`config.mk`:
```
export PLATFORM = sky130hd
export DESIGN_NAME = datasel_rr_flat
export DESIGN_NICKNAME = d
export VERILOG_FILES = /design/src/rtl/datasel_pkg.sv /design/src/rtl/datasel_rr_if.sv /design/src/rtl/datasel_rr_arb.sv /design/src/rtl/datasel_rr.sv /design/src/flat_wrapper.sv
export SDC_FILE = /design/constraint.sdc
export NUM_CORES = 1
export LEC_CHECK = 0
export BUFFER_PORTS_ARGS = -buffer_cell sky130_fd_sc_hd__buf_2
export CORE_MARGIN = 1
export CORE_UTILIZATION = 42
export CTS_CLUSTER_DIAMETER = 60
export DETAILED_ROUTE_END_ITERATION = 10
export GPL_ROUTABILITY_DRIVEN = 0
export PLACE_DENSITY = 0.76
export SYNTH_ARGS = -nofsm -noshare
export SYNTH_HDL_FRONTEND = slang
export SYNTH_SLANG_ARGS = --single-unit
```
`constraint.sdc`:
```
create_clock -name clkin -period 3.84 [get_ports clkin]
set_input_delay 0.576 -clock clkin [delete_from_list [all_inputs] [get_ports clkin]]
set_output_delay 0.576 -clock clkin [all_outputs]
set_load 0.02 [all_outputs]
```
`src/rtl/datasel_pkg.sv`:
```
// Shared constants and helpers for the datasel_rr data selector.
package datasel_pkg;

  localparam logic DSEL_MODE_DIRECT = 1'b0;
  localparam logic DSEL_MODE_RR     = 1'b1;

  // Smallest r such that 2**r >= n; sizes the channel index.
  function automatic int clog2(input int n);
    int r;
    r = 0;
    for (int i = 0; i < 31; i++) begin
      if ((1 << i) < n) r = i + 1;
    end
    return r;
  endfunction

endpackage

```
`src/rtl/datasel_rr_if.sv`:
```
// Channel-side and output-side handshake bundle of datasel_rr.
// DATASEL_PARITY_EN adds the registered parity output yparout.
interface datasel_rr_if
  import datasel_pkg::*;
#(
  parameter int N = 4,
  parameter int W = 32
) ();

  localparam int SW = clog2(N);

  logic            gbin;
  logic            modein;
  logic [SW-1:0]   selin;
  logic [N-1:0]    cvalidin;
  logic [N*W-1:0]  cdatain;
  logic [N-1:0]    creadyout;
  logic            yvalidout;
  logic [W-1:0]    ydataout;
  logic [SW-1:0]   ychanout;
  logic            yreadyin;
`ifdef DATASEL_PARITY_EN
  logic            yparout;

  modport master (
    output gbin, modein, selin, cvalidin, cdatain, yreadyin,
    input  creadyout, yvalidout, ydataout, ychanout, yparout
  );
  modport slave (
    input  gbin, modein, selin, cvalidin, cdatain, yreadyin,
    output creadyout, yvalidout, ydataout, ychanout, yparout
  );
`else
  modport master (
    output gbin, modein, selin, cvalidin, cdatain, yreadyin,
    input  creadyout, yvalidout, ydataout, ychanout
  );
  modport slave (
    input  gbin, modein, selin, cvalidin, cdatain, yreadyin,
    output creadyout, yvalidout, ydataout, ychanout
  );
`endif

endinterface

```
`src/rtl/datasel_rr_arb.sv`:
```
// Round-robin arbiter: searches from pointer+1 upward (mod N) and owns the pointer,
// which moves to whatever channel actually transferred, in either mode.
module datasel_rr_arb
  import datasel_pkg::*;
#(
  parameter int N = 4
) (
  input  logic                clkin,
  input  logic                rstin,
  input  logic [N-1:0]        req,
  input  logic                adv,
  input  logic [clog2(N)-1:0] adv_idx,
  output logic [N-1:0]        gnt,
  output logic [clog2(N)-1:0] idx
);

  localparam int SW = clog2(N);

  logic [SW-1:0] ptr_reg;
  logic [SW-1:0] cand;
  logic          found;

  always_ff @(posedge clkin or posedge rstin) begin
    if (rstin) begin
      ptr_reg <= SW'(N - 1);
    end else if (adv) begin
      ptr_reg <= adv_idx;
    end
  end

  always_comb begin
    gnt   = '0;
    idx   = '0;
    cand  = '0;
    found = 1'b0;
    for (int k = 1; k <= N; k++) begin
      cand = SW'((int'(ptr_reg) + k) % N);
      if (!found && req[cand]) begin
        gnt[cand] = 1'b1;
        idx       = cand;
        found     = 1'b1;
      end
    end
  end

endmodule

```
`src/rtl/datasel_rr.sv`:
```
// N-channel registered data selector, direct or round-robin, with gate mask.
// Optional build macro DATASEL_PARITY_EN adds registered even parity (yparout).
module datasel_rr
  import datasel_pkg::*;
#(
  parameter int N = 4,
  parameter int W = 32
) (
  input  logic         clkin,
  input  logic         rstin,
  datasel_rr_if.slave  bus
);

  localparam int SW = clog2(N);

  logic [W-1:0]  chan_data [N];
  logic [N-1:0]  dir_gnt;
  logic [N-1:0]  rr_gnt;
  logic [SW-1:0] rr_idx;
  logic [N-1:0]  gnt;
  logic [SW-1:0] gidx;
  logic          ld;
  logic          xfer;
  logic          valid_reg;
  logic [W-1:0]  data_reg;
  logic [SW-1:0] chan_reg;

  generate
    for (genvar gi = 0; gi < N; gi++) begin : g_split
      assign chan_data[gi] = bus.cdatain[gi*W +: W];
    end
  endgenerate

  always_comb begin
    dir_gnt = '0;
    if (bus.modein == DSEL_MODE_DIRECT && int'(bus.selin) < N) begin
      dir_gnt[bus.selin] = bus.cvalidin[bus.selin];
    end
  end

  datasel_rr_arb #(.N(N)) u_arb (
    .clkin   (clkin),
    .rstin   (rstin),
    .req     (bus.cvalidin),
    .adv     (xfer),
    .adv_idx (gidx),
    .gnt     (rr_gnt),
    .idx     (rr_idx)
  );

  assign gnt  = (bus.modein == DSEL_MODE_RR) ? rr_gnt : dir_gnt;
  assign gidx = (bus.modein == DSEL_MODE_RR) ? rr_idx : bus.selin;

  // Load when the slot is free or being drained this cycle; reset masks accepts.
  assign ld             = ~bus.gbin & (~valid_reg | bus.yreadyin);
  assign bus.creadyout  = gnt & {N{ld & ~rstin}};
  assign xfer           = |(bus.creadyout & bus.cvalidin);

  always_ff @(posedge clkin or posedge rstin) begin
    if (rstin) begin
      valid_reg <= 1'b0;
      data_reg  <= '0;
      chan_reg  <= '0;
    end else if (xfer) begin
      valid_reg <= 1'b1;
      data_reg  <= chan_data[gidx];
      chan_reg  <= gidx;
    end else if (valid_reg & bus.yreadyin & ~bus.gbin) begin
      valid_reg <= 1'b0;
    end
  end

  assign bus.yvalidout = valid_reg & ~bus.gbin;
  assign bus.ydataout  = bus.gbin ? '0 : data_reg;
  assign bus.ychanout  = bus.gbin ? '0 : chan_reg;

`ifdef DATASEL_PARITY_EN
  logic par_reg;

  always_ff @(posedge clkin or posedge rstin) begin
    if (rstin) begin
      par_reg <= 1'b0;
    end else if (xfer) begin
      par_reg <= ^chan_data[gidx];
    end
  end

  assign bus.yparout = bus.gbin ? 1'b0 : par_reg;
`endif

endmodule

```
`src/flat_wrapper.sv`:
```
// flat-port wrapper written by rule: the top's interface ports become plain ports
module datasel_rr_flat import datasel_pkg::*;
#(
  parameter int N = 4,
  parameter int W = 32
)
  (clkin, rstin, bus_gbin, bus_modein, bus_selin, bus_cvalidin, bus_cdatain, bus_yreadyin, bus_creadyout, bus_yvalidout, bus_ydataout, bus_ychanout);
  datasel_rr_if #(.N(N), .W(W)) bus_i ();
  input  logic clkin;
  input  logic rstin;
  input wire logic [$bits(bus_i.gbin)-1:0] bus_gbin;
  input wire logic [$bits(bus_i.modein)-1:0] bus_modein;
  input wire logic [$bits(bus_i.selin)-1:0] bus_selin;
  input wire logic [$bits(bus_i.cvalidin)-1:0] bus_cvalidin;
  input wire logic [$bits(bus_i.cdatain)-1:0] bus_cdatain;
  input wire logic [$bits(bus_i.yreadyin)-1:0] bus_yreadyin;
  output wire logic [$bits(bus_i.creadyout)-1:0] bus_creadyout;
  output wire logic [$bits(bus_i.yvalidout)-1:0] bus_yvalidout;
  output wire logic [$bits(bus_i.ydataout)-1:0] bus_ydataout;
  output wire logic [$bits(bus_i.ychanout)-1:0] bus_ychanout;
  assign bus_i.gbin = bus_gbin;
  assign bus_i.modein = bus_modein;
  assign bus_i.selin = bus_selin;
  assign bus_i.cvalidin = bus_cvalidin;
  assign bus_i.cdatain = bus_cdatain;
  assign bus_i.yreadyin = bus_yreadyin;
  assign bus_creadyout = bus_i.creadyout;
  assign bus_yvalidout = bus_i.yvalidout;
  assign bus_ydataout = bus_i.ydataout;
  assign bus_ychanout = bus_i.ychanout;
  datasel_rr #(.N(N), .W(W)) u_core (.clkin(clkin), .rstin(rstin), .bus(bus_i));
endmodule
```
* Word level (Yosys, flattened, before mapping)
Cells that the tools add are included.
** Cells by class
- Bitwise gates (word level) :: 16
- Reductions and logical operators :: 13
- $add $sub $neg :: 4
- Multiplexer cells :: 40
- Order comparisons :: 11
** Operators by type and width (count)
- $mux W32 :: 3
- $bmux W32 S2 :: 1
- $mux W4 :: 5
- $lt A2 B3 Y1 const B :: 5
- $mux W1 :: 15
- $and A4 B4 Y4 :: 3
- $mux W2 :: 6
- $or A4 B4 Y4 :: 3
- $bmux W1 S2 :: 5
- $demux W1 S2 :: 5
- $ge A2 B1 Y1 const B :: 5
- $logic_and A1 B1 Y1 :: 8
- $and A1 B1 Y1 :: 5
- $add A2 B1 Y2 const B :: 2
- $add A2 B2 Y2 const B :: 2
- $reduce_or A4 Y1 :: 1
- $ge A3 B3 Y1 const B :: 1
- $logic_not A1 Y1 :: 3
- $not A1 Y1 :: 3
- $not A2 Y3 :: 1
- $reduce_bool A2 Y1 :: 1
- $or A1 B1 Y1 :: 1
** Storage, ports and cells
- Logic and storage cells :: 88
- Output and inout bits :: 39
- Register bits after elaboration :: 37

* Longest topological paths before layout
Gate-level depths: netlist (run 1).
- Depth in word-level cells :: 18
- Mapped depth :: 14
- Gate-level depth less buffers :: 9

* Hierarchy
Synthesis (run 1) repeated with hierarchy kept, for this count alone.
** Second synthesis, totals
- Cells, all modules :: 246
- Area total of the unflattened synthesis :: 3176.8 µm²
** By module, submodules not included
- datasel_rr :: seq. area each 875.8 µm², times used 1, cells each 184, area each 2646.3 µm²
- datasel_rr_arb :: seq. area each 52.6 µm², times used 1, cells each 62, area each 530.5 µm²

* Worst setup path before layout (run 1)
OpenSTA, ideal clock, no wires.
- Kind :: register -> register
- Start :: reg u_core.u_arb.ptr_reg[0]
- End :: reg u_core.chan_reg[0]
- Buffers on the path :: 4
- Period minus slack after synthesis :: 4.183 ns
- Required time :: 3.715 ns
- Setup slack :: -0.343 ns
- Library setup time :: 0.125 ns
- Cell stages (with the launch flop) :: 14
- Data arrival time :: 4.058 ns
- Path through :: dfstp_2 > buf_2 > buf_2 > inv_1 > ha_1 > buf_4 > mux4_2 > nor2b_1 > a221oi_1 > o311ai_0 > nand2_1 > nand2_2 > buf_6 > mux2_4
** Between the ends
- Longest elaborated chain between the ends :: 17
- Elaborated cells on any way between the ends :: 57
- Classes of those cells :: add/sub: 4; order compare: 8; mux: 29; bitwise: 5; reduce/logical: 11
** RTL lines
- start: declaration :: RTL line datasel_rr_arb.sv:19 : logic [SW-1:0] ptr_reg;
- start signal: assignment :: RTL line datasel_rr_arb.sv:25 : ptr_reg <= SW'(N - 1);
- start signal: assignment :: RTL line datasel_rr_arb.sv:27 : ptr_reg <= adv_idx;
- parallel branches: the longest is 12 deep, another holds $lt A2 B3 Y1
- $mux W4 * :: RTL line datasel_rr_arb.sv:38 : if (!found && req[cand]) begin
- $mux W4 * :: RTL line datasel_rr.sv:51 : assign gnt = (bus.modein == DSEL_MODE_RR) ? rr_gnt : dir_gnt;
- $and A4 B4 Y4 * :: RTL line datasel_rr.sv:56 : assign bus.creadyout = gnt & {N{ld & ~rstin}};
- net bus_creadyout[1] :: RTL line flat_wrapper.sv:17 : output wire logic [$bits(bus_i.creadyout)-1:0] bus_creadyout;
- $and A4 B4 Y4 * :: RTL line datasel_rr.sv:57 : assign xfer = |(bus.creadyout & bus.cvalidin);
- $reduce_or A4 Y1 * :: RTL line datasel_rr.sv:57
- end signal: assignment :: RTL line datasel_rr.sv:67 : chan_reg <= gidx;
- end: declaration :: RTL line datasel_rr.sv:26 : logic [SW-1:0] chan_reg;
Mark *: on every way through the listed nets, which the timed path passes. The select of a mux whose other input is x is not followed.
A chain may end at the register's enable or synchronous reset.

* Final worst setup path (run 1)
- Start :: reg u_core.u_arb.ptr_reg[1]
- End :: reg u_core.data_reg[23]
** Between the ends
- Longest elaborated chain between the ends :: 18
- Elaborated cells on any way between the ends :: 61
- Classes of those cells :: add/sub: 4; order compare: 8; mux: 32; bitwise: 6; reduce/logical: 11
** RTL lines
- parallel branches: the longest is 18 deep, another holds $lt A2 B3 Y1
- end signal: assignment :: RTL line datasel_rr.sv:66 : data_reg <= chan_data[gidx];
- end: declaration :: RTL line datasel_rr.sv:25 : logic [W-1:0] data_reg;
Parallel ways; which one is timed is not known. The select of a mux whose other input is x is not followed.

==> reports/results.txt, run 1 <==
status: finished, final reports clean
Worst-Margin Slew: 0.5570 ns
CP dominant cell by count: a221o_1
top-area cell type share of the netlist area: 29.07%
via count: 3025
multi-input logic area: 2355 sq um
TritonRoute pass-1 iters: 4
async set or reset register ratio after synthesis: 100.0%
Max Slew Vio Count: 0
max FFs per register: 32
worst hold path class: primary input to asynchronous set/reset pin
FMAX: 284.8 MHz
Syn Inst Count: 317
Final Hold Slack: 0.4038 ns
vias in the first global route: 2833
element type at the critical path start: register
number of max-cap violations: 0
critical path data required time: 4.00 ns
1st-iter DRT viols: 67
Max Clock Skew: 0.005224 ns
Netlist Area Pre-Place: 3408 sq um
global route overflow: 0
Antenna Cells: 0
CTS tree: built
H-tree depth: 2
Synth cell types: 43
family with the most delay on the worst path: compound AO/OA/AOI/OAI gates
Total Routing Usage GR: 19.38%
Port-buffer cells: 177
initial cell density of the core: 43.65%
clk sinks: 37
detailed placement HPWL: 6304 microns
finished layout cell area: 4504 sq um
endpoints failing hold: 0
total routed wirelength: 8127 microns
worst skew pair latency: 0.28 ns
clock-pin slew on the worst setup and hold paths: 0.07 ns
RSZ-0062 raised after global routing: no
Top FF cell, synth: dfrtp_1
hold_buf cts: 0
CP arrival: 3.67 ns
Post-CTS Setup Repair Bufs: 0
TNS Setup: 0 ns
Max-slew headroom: 62.87%
die footprint: 8479 sq um
Syn-to-layout area delta: 32.16%
crit share post-route: 91.44%
min Tclk post-route: 3.511 ns
maximum number of pins on one net before global-route repair: 38
nets: 631
crit-path max FO: 20
Max stage delay cell, worst path: dfstp_2
Finish-stage setup viols: 0
Die X: 92.08 microns
initial antenna violation count: 0
pwr/cell area: 681.8 nW/um^2
syn_area_per_cell: 10.75 sq um
global-route wire length before repair: 13270 microns
flops & latches, synth: 37
layout cells sized above 1: 50.31%
Yosys warnings: 0
peak supply drop: 0.2946 mV
CTS root buffer: clkbuf_8
FF+latch area: 928.4 sq um
# DRC: 0
Vias/cell: 5.153
DRT antenna net count: 0
sequential share of the synthesized area: 27.24%
I/O pin total: 178
Mapped Nets: 464
WL/cell: 13.84 microns
std cell rows: 32
critical path class: register to register
Resize count post-CTS: 0
leakage: 2.432 nW
ranking of synthesized cells by area: mux2i_1 (29%), dfrtp_1 (26%), mux2_4 (13%)
slowest stage delay, CP: 0.54 ns
crit end category: register
core area: 7807 sq um
Power, Total: 3.071 mW
Post-synth EDFFs: 0
# fillers: 699
cell chain of the critical path: inv_2 -> ha_4 -> mux4_2 -> nor2b_4 -> a221o_1 -> a221o_1 -> a222oi_1 -> nand2_2 -> buf_4 -> mux2_4
clock buffer depth: 2
TritonCTS buffer count: 5
Worst Path Buf+Inv: 2
Synth area leader: mux2i_1
Die Y: 92.08 microns
DP Area: 4408 sq um
==> layout by cell type, fill, tap and decap left out, types with 2 or more instances in the layout <==
master | netlist | routed
nor3_1 | 3 | 3
nand2_1 | 5 | 5
clkbuf_8 | 0 | 6
dfrtp_1 | 35 | 35
mux4_2 | 3 | 3
nand3_1 | 5 | 5
buf_4 | 1 | 8
inv_1 | 7 | 4
o21ai_0 | 3 | 3
nor4_1 | 2 | 2
mux2_4 | 30 | 30
nand2b_1 | 3 | 3
nor3b_1 | 2 | 2
mux2i_1 | 99 | 99
buf_2 | 8 | 177
mux2_2 | 6 | 6
o41ai_1 | 3 | 3
nor2_1 | 7 | 7
a221oi_1 | 2 | 2
a221o_1 | 5 | 5
a21oi_1 | 5 | 5
nor2b_1 | 39 | 38
dfstp_2 | 2 | 2
ha_1 | 8 | 7
==> worst paths after layout <==
path                                         start  cells past startpoint  slack, ns                 endpoint
max                        u_core.u_arb.ptr_reg[1]                     10       0.33      u_core.data_reg[23]
min                                          rstin                      3       0.40         u_core.valid_reg
max reg2reg                u_core.u_arb.ptr_reg[1]                     10       0.33      u_core.data_reg[23]
min reg2reg                     u_core.chan_reg[0]                      1       0.51       u_core.chan_reg[0]
max in group asynchronous                    rstin                      3       3.09  u_core.u_arb.ptr_reg[1]
min in group clkin              u_core.chan_reg[0]                      1       0.51       u_core.chan_reg[0]
==> cells by family after synthesis <==
logic type               Yosys count  share of synthesized area (%)
flip-flops                        37                          27.24
buffers and inverters             33                          4.699
adder cells (fa/ha/maj)            8                          2.937
AO/OA/AOI/OAI                     28                          6.352
AND/OR/NAND/NOR                   73                          12.52
multiplexers                     138                          46.26
==> report_power, final <==
part	switching [mW]	leakage (nW)	internal [mW]
combinational	0.990	1.94	1.09
clock	0.133	0.0512	0.145
sequential	0.109	0.437	0.601
total	1.23	2.43	1.84
==> synthesized netlist by cell type (2+ instances only) <==
library cell,instances
nor2b_1,39
mux2i_1,99
a221o_1,5
buf_2,8
buf_1,2
dfstp_2,2
mux4_2,3
a21oi_1,5
a221oi_1,2
nand2b_1,3
nor4_1,2
nand2_1,5
o21ai_0,3
nor2_1,7
inv_1,7
o41ai_1,3
nand3_1,5
buf_6,3
nor3b_1,2
dfrtp_1,35
ha_1,8
mux2_2,6
mux2_4,30
clkbuf_1,12
nor3_1,3
==> routing by layer <==
layer / wire, microns / vias up / GRT usage [%]
li1: - / 1490 / -
met1: 3337 / 1396 / 24.52
met2: 4130 / 132 / 33.71
met3: 568 / 7 / 3.648
met4: 90 / 0 / 5.078
met5: 0 / - / 0
==> layout make-up <==
class / instances / area share, %
Clock buffer: 6 / 1.833
Clock inverter: 2 / 0.3056
Inverter: 7 / 0.6944
Multi-Input combinational cell: 247 / 52.28
Sequential cell: 37 / 20.61
Tap cell: 102 / 2.833
Timing Repair Buffer: 186 / 21.44
==> through the flow <==
stage                     utilization [%]  cells  setup slack, ns
final                               57.69    587           0.3287
after global routing                57.69    587           0.1652
after CTS                           57.69    587           0.3314
after detailed placement            56.46    579           0.3343
after global placement              56.46    579           0.4076
after floorplan                         -    317         -0.02050
==> worst reg2reg max path, cell delays in order (launching register included) <==
cell and delay [ns]:
dfstp_2 0.54, inv_2 0.08, ha_4 0.35, mux4_2 0.52
nor2b_4 0.16, a221o_1 0.29, a221o_1 0.34, a222oi_1 0.42
nand2_2 0.09, buf_4 0.27, mux2_4 0.34
Power figures use the tool's default switching activity.
==> run 2, diff against run 1 <==
- MAX_ROUTING_LAYER: not set -> met4
==> reports/results.txt, run 2 (same netlist as run 1, synthesis figures left out) <==
status: finished, final reports clean (unchanged)
placed cell count: 579 (unchanged)
Register-to-Register Path Depth: 10 (unchanged)
clk sinks: 37 (unchanged)
multi-input logic area: 2355 sq um (unchanged)
Vias/cell: 5.157 (was 5.153)
Finish-stage setup viols: 0 (unchanged)
detailed placement HPWL: 6304 microns (unchanged)
TritonCTS buffer count: 5 (unchanged)
# DRC: 0 (unchanged)
Power, Total: 3.075 mW (was 3.071 mW)
core area: 7807 sq um (unchanged)
Antenna Cells: 0 (unchanged)
clock buffer depth: 2 (unchanged)
min Tclk post-route: 3.508 ns (was 3.511 ns)
Worst Path Buf+Inv: 2 (unchanged)
critical path data required time: 4.01 ns (was 4.00 ns)
die footprint: 8479 sq um (unchanged)
most frequent cells in the layout: buf_2 (177), mux2i_1 (99), nor2b_1 (38) (unchanged)
Worst-Margin Slew: 0.5574 ns (was 0.5570 ns)
DR WL met2: 4100 microns (was 4130 microns)
Die X: 92.08 microns (unchanged)
CTS root buffer: clkbuf_8 (unchanged)
via count: 3027 (was 3025)
Clk pwr share: 9.1% (about the same)
cell chain of the critical path: inv_2 -> ha_4 -> mux4_2 -> nor2b_4 -> a221o_1 -> a221o_1 -> a222oi_1 -> nand2_2 -> buf_4 -> mux2_4 (unchanged)
element type at the critical path start: register (unchanged)
share of power burned in combinational logic: 67.8% (about the same)
global route overflow: 0 (unchanged)
DP Area: 4408 sq um (unchanged)
FF+latch area: 928.4 sq um (unchanged)
routed length on met1: 3334 microns (was 3337 microns)
layout cells sized above 1: 50.31% (unchanged)
1st-iter DRT viols: 80 (was 67)
endpoints failing hold: 0 (unchanged)
max FFs per register: 32 (unchanged)
Crit Reg-Reg Endpoint: u_core.data_reg[23] (unchanged)
WL/cell: 13.88 microns (was 13.84 microns)
pwr/cell area: 682.6 nW/um^2 (was 681.8 nW/um^2)
Max Slew Vio Count: 0 (unchanged)
family with the most delay on the worst path: compound AO/OA/AOI/OAI gates (unchanged)
H-tree depth: 2 (unchanged)
global-route wire length before repair: 13250 microns (was 13270 microns)
WL met3: 610 microns (was 568 microns)
FMAX: 285.1 MHz (was 284.8 MHz)
Final Hold Slack: 0.3981 ns (was 0.4038 ns)
P_sw: 1.235 mW (was 1.231 mW)
Resize count post-CTS: 0 (unchanged)
hold_buf cts: 0 (unchanged)
CP arrival: 3.68 ns (was 3.67 ns)
RSZ-0062 raised after global routing: no (unchanged)
Switching Fraction: 40.16% (was 40.09%)
Max Clock Skew: 0.005879 ns (was 0.005224 ns)
crit share post-route: 91.34% (was 91.44%)
I/O pin total: 178 (unchanged)
most common cell after layout, fill and taps aside: buf_2 (unchanged)
crit-path max FO: 20 (unchanged)
# fillers: 699 (unchanged)
initial antenna violation count: 0 (unchanged)
Post-CTS Setup Repair Bufs: 0 (unchanged)
r2r setup slk: 0.33 ns (about the same)
Max stage delay cell, worst path: dfstp_2 (unchanged)
maximum number of pins on one net before global-route repair: 38 (unchanged)
top sig layer: met4 (unchanged)
Syn-to-layout area delta: 32.16% (unchanged)
Layout Cells excl Fill: 587 (unchanged)
DRT antenna net count: 0 (unchanged)
TritonRoute pass-1 iters: 5 (was 4)
leakage: 2.432 nW (unchanged)
nets: 631 (unchanged)
Max-slew headroom: 62.84% (was 62.87%)
vias in the first global route: 2829 (was 2833)
worst hold path class: primary input to asynchronous set/reset pin (unchanged)
CP dominant cell by count: a221o_1 (unchanged)
slowest stage delay, CP: 0.54 ns (about the same)
CTS tree: built (unchanged)
peak supply drop: 0.2958 mV (was 0.2946 mV)
number of max-cap violations: 0 (unchanged)
total routed wirelength: 8145 microns (was 8127 microns)
Port-buffer cells: 177 (unchanged)
worst skew pair latency: 0.29 ns (was 0.28 ns)
critical path class: register to register (unchanged)
Total Routing Usage GR: 19.89% (was 19.38%)
std cell rows: 32 (unchanged)
internal power: 1.840 mW (about the same)
clock-pin slew on the worst setup and hold paths: 0.07 ns (about the same)
initial cell density of the core: 43.65% (unchanged)
Die Y: 92.08 microns (unchanged)
finished layout cell area: 4504 sq um (unchanged)
sequential power share: 23.1% (about the same)
crit end category: register (unchanged)
reg-to-reg startpoint: u_core.u_arb.ptr_reg[1] (unchanged)
[run 2: cell counts in the layout (fill, tap and decap cells not counted)]
Identical to the previous run, type by type.
[run 2: layer usage]
metal | vias up | global-route usage (%)
met5 | - | -
met4 | 0 | 5.078
met3 | 7 | 3.483
met2 | 140 | 33.64
met1 | 1388 | 24.57
li1 | 1492 | -
[run 2: metrics by stage]
stage               setup TNS, ns  util (%)  setup WS (ns)
floorplan                 -0.5945         -       -0.02050
global placement                0     56.46         0.4076
detailed placement              0     56.46         0.3343
CTS                             0     57.69         0.3314
global route                    0     57.69         0.1682
finish                          0     57.69         0.3324
[run 2: worst max path at each step]
stage / from / endpoint / cells after the start
after floorplan: u_core.u_arb.ptr_reg[0] / u_core.chan_reg[0] / 13
after global placement: u_core.u_arb.ptr_reg[1] / u_core.data_reg[17] / 10
after detailed placement: u_core.u_arb.ptr_reg[1] / u_core.data_reg[23] / 10
after CTS: u_core.u_arb.ptr_reg[1] / u_core.data_reg[23] / 10
after global routing: u_core.u_arb.ptr_reg[1] / u_core.data_reg[23] / 10
final: u_core.u_arb.ptr_reg[1] / u_core.data_reg[23] / 10
[run 2: power groups by stage]
stage	Combinational (mW)	Clock (mW)	Sequential [mW]
floorplan	1.71	0	0.678
global route	2.25	0.310	0.737
finish	2.08	0.280	0.711
CTS	2.10	0.293	0.710
global placement	2.04	0	0.707
detailed placement	2.10	0	0.711
[run 2: final cells by class]
cell class / instances / area share [%]
well taps: 102 / 2.833
repair buffers: 186 / 21.44
flip-flops and latches: 37 / 20.61
clock inverters: 2 / 0.3056
inverters: 7 / 0.6944
clock buffers: 6 / 1.833
multi-input cells: 247 / 52.28
[run 2: worst register-to-register path: stages, from the launching register on]
cell,delay [ns]
dfstp_2,0.54
inv_2,0.08
ha_4,0.35
mux4_2,0.52
nor2b_4,0.16
a221o_1,0.29
a221o_1,0.34
a222oi_1,0.42
nand2_2,0.09
buf_4,0.26
mux2_4,0.34
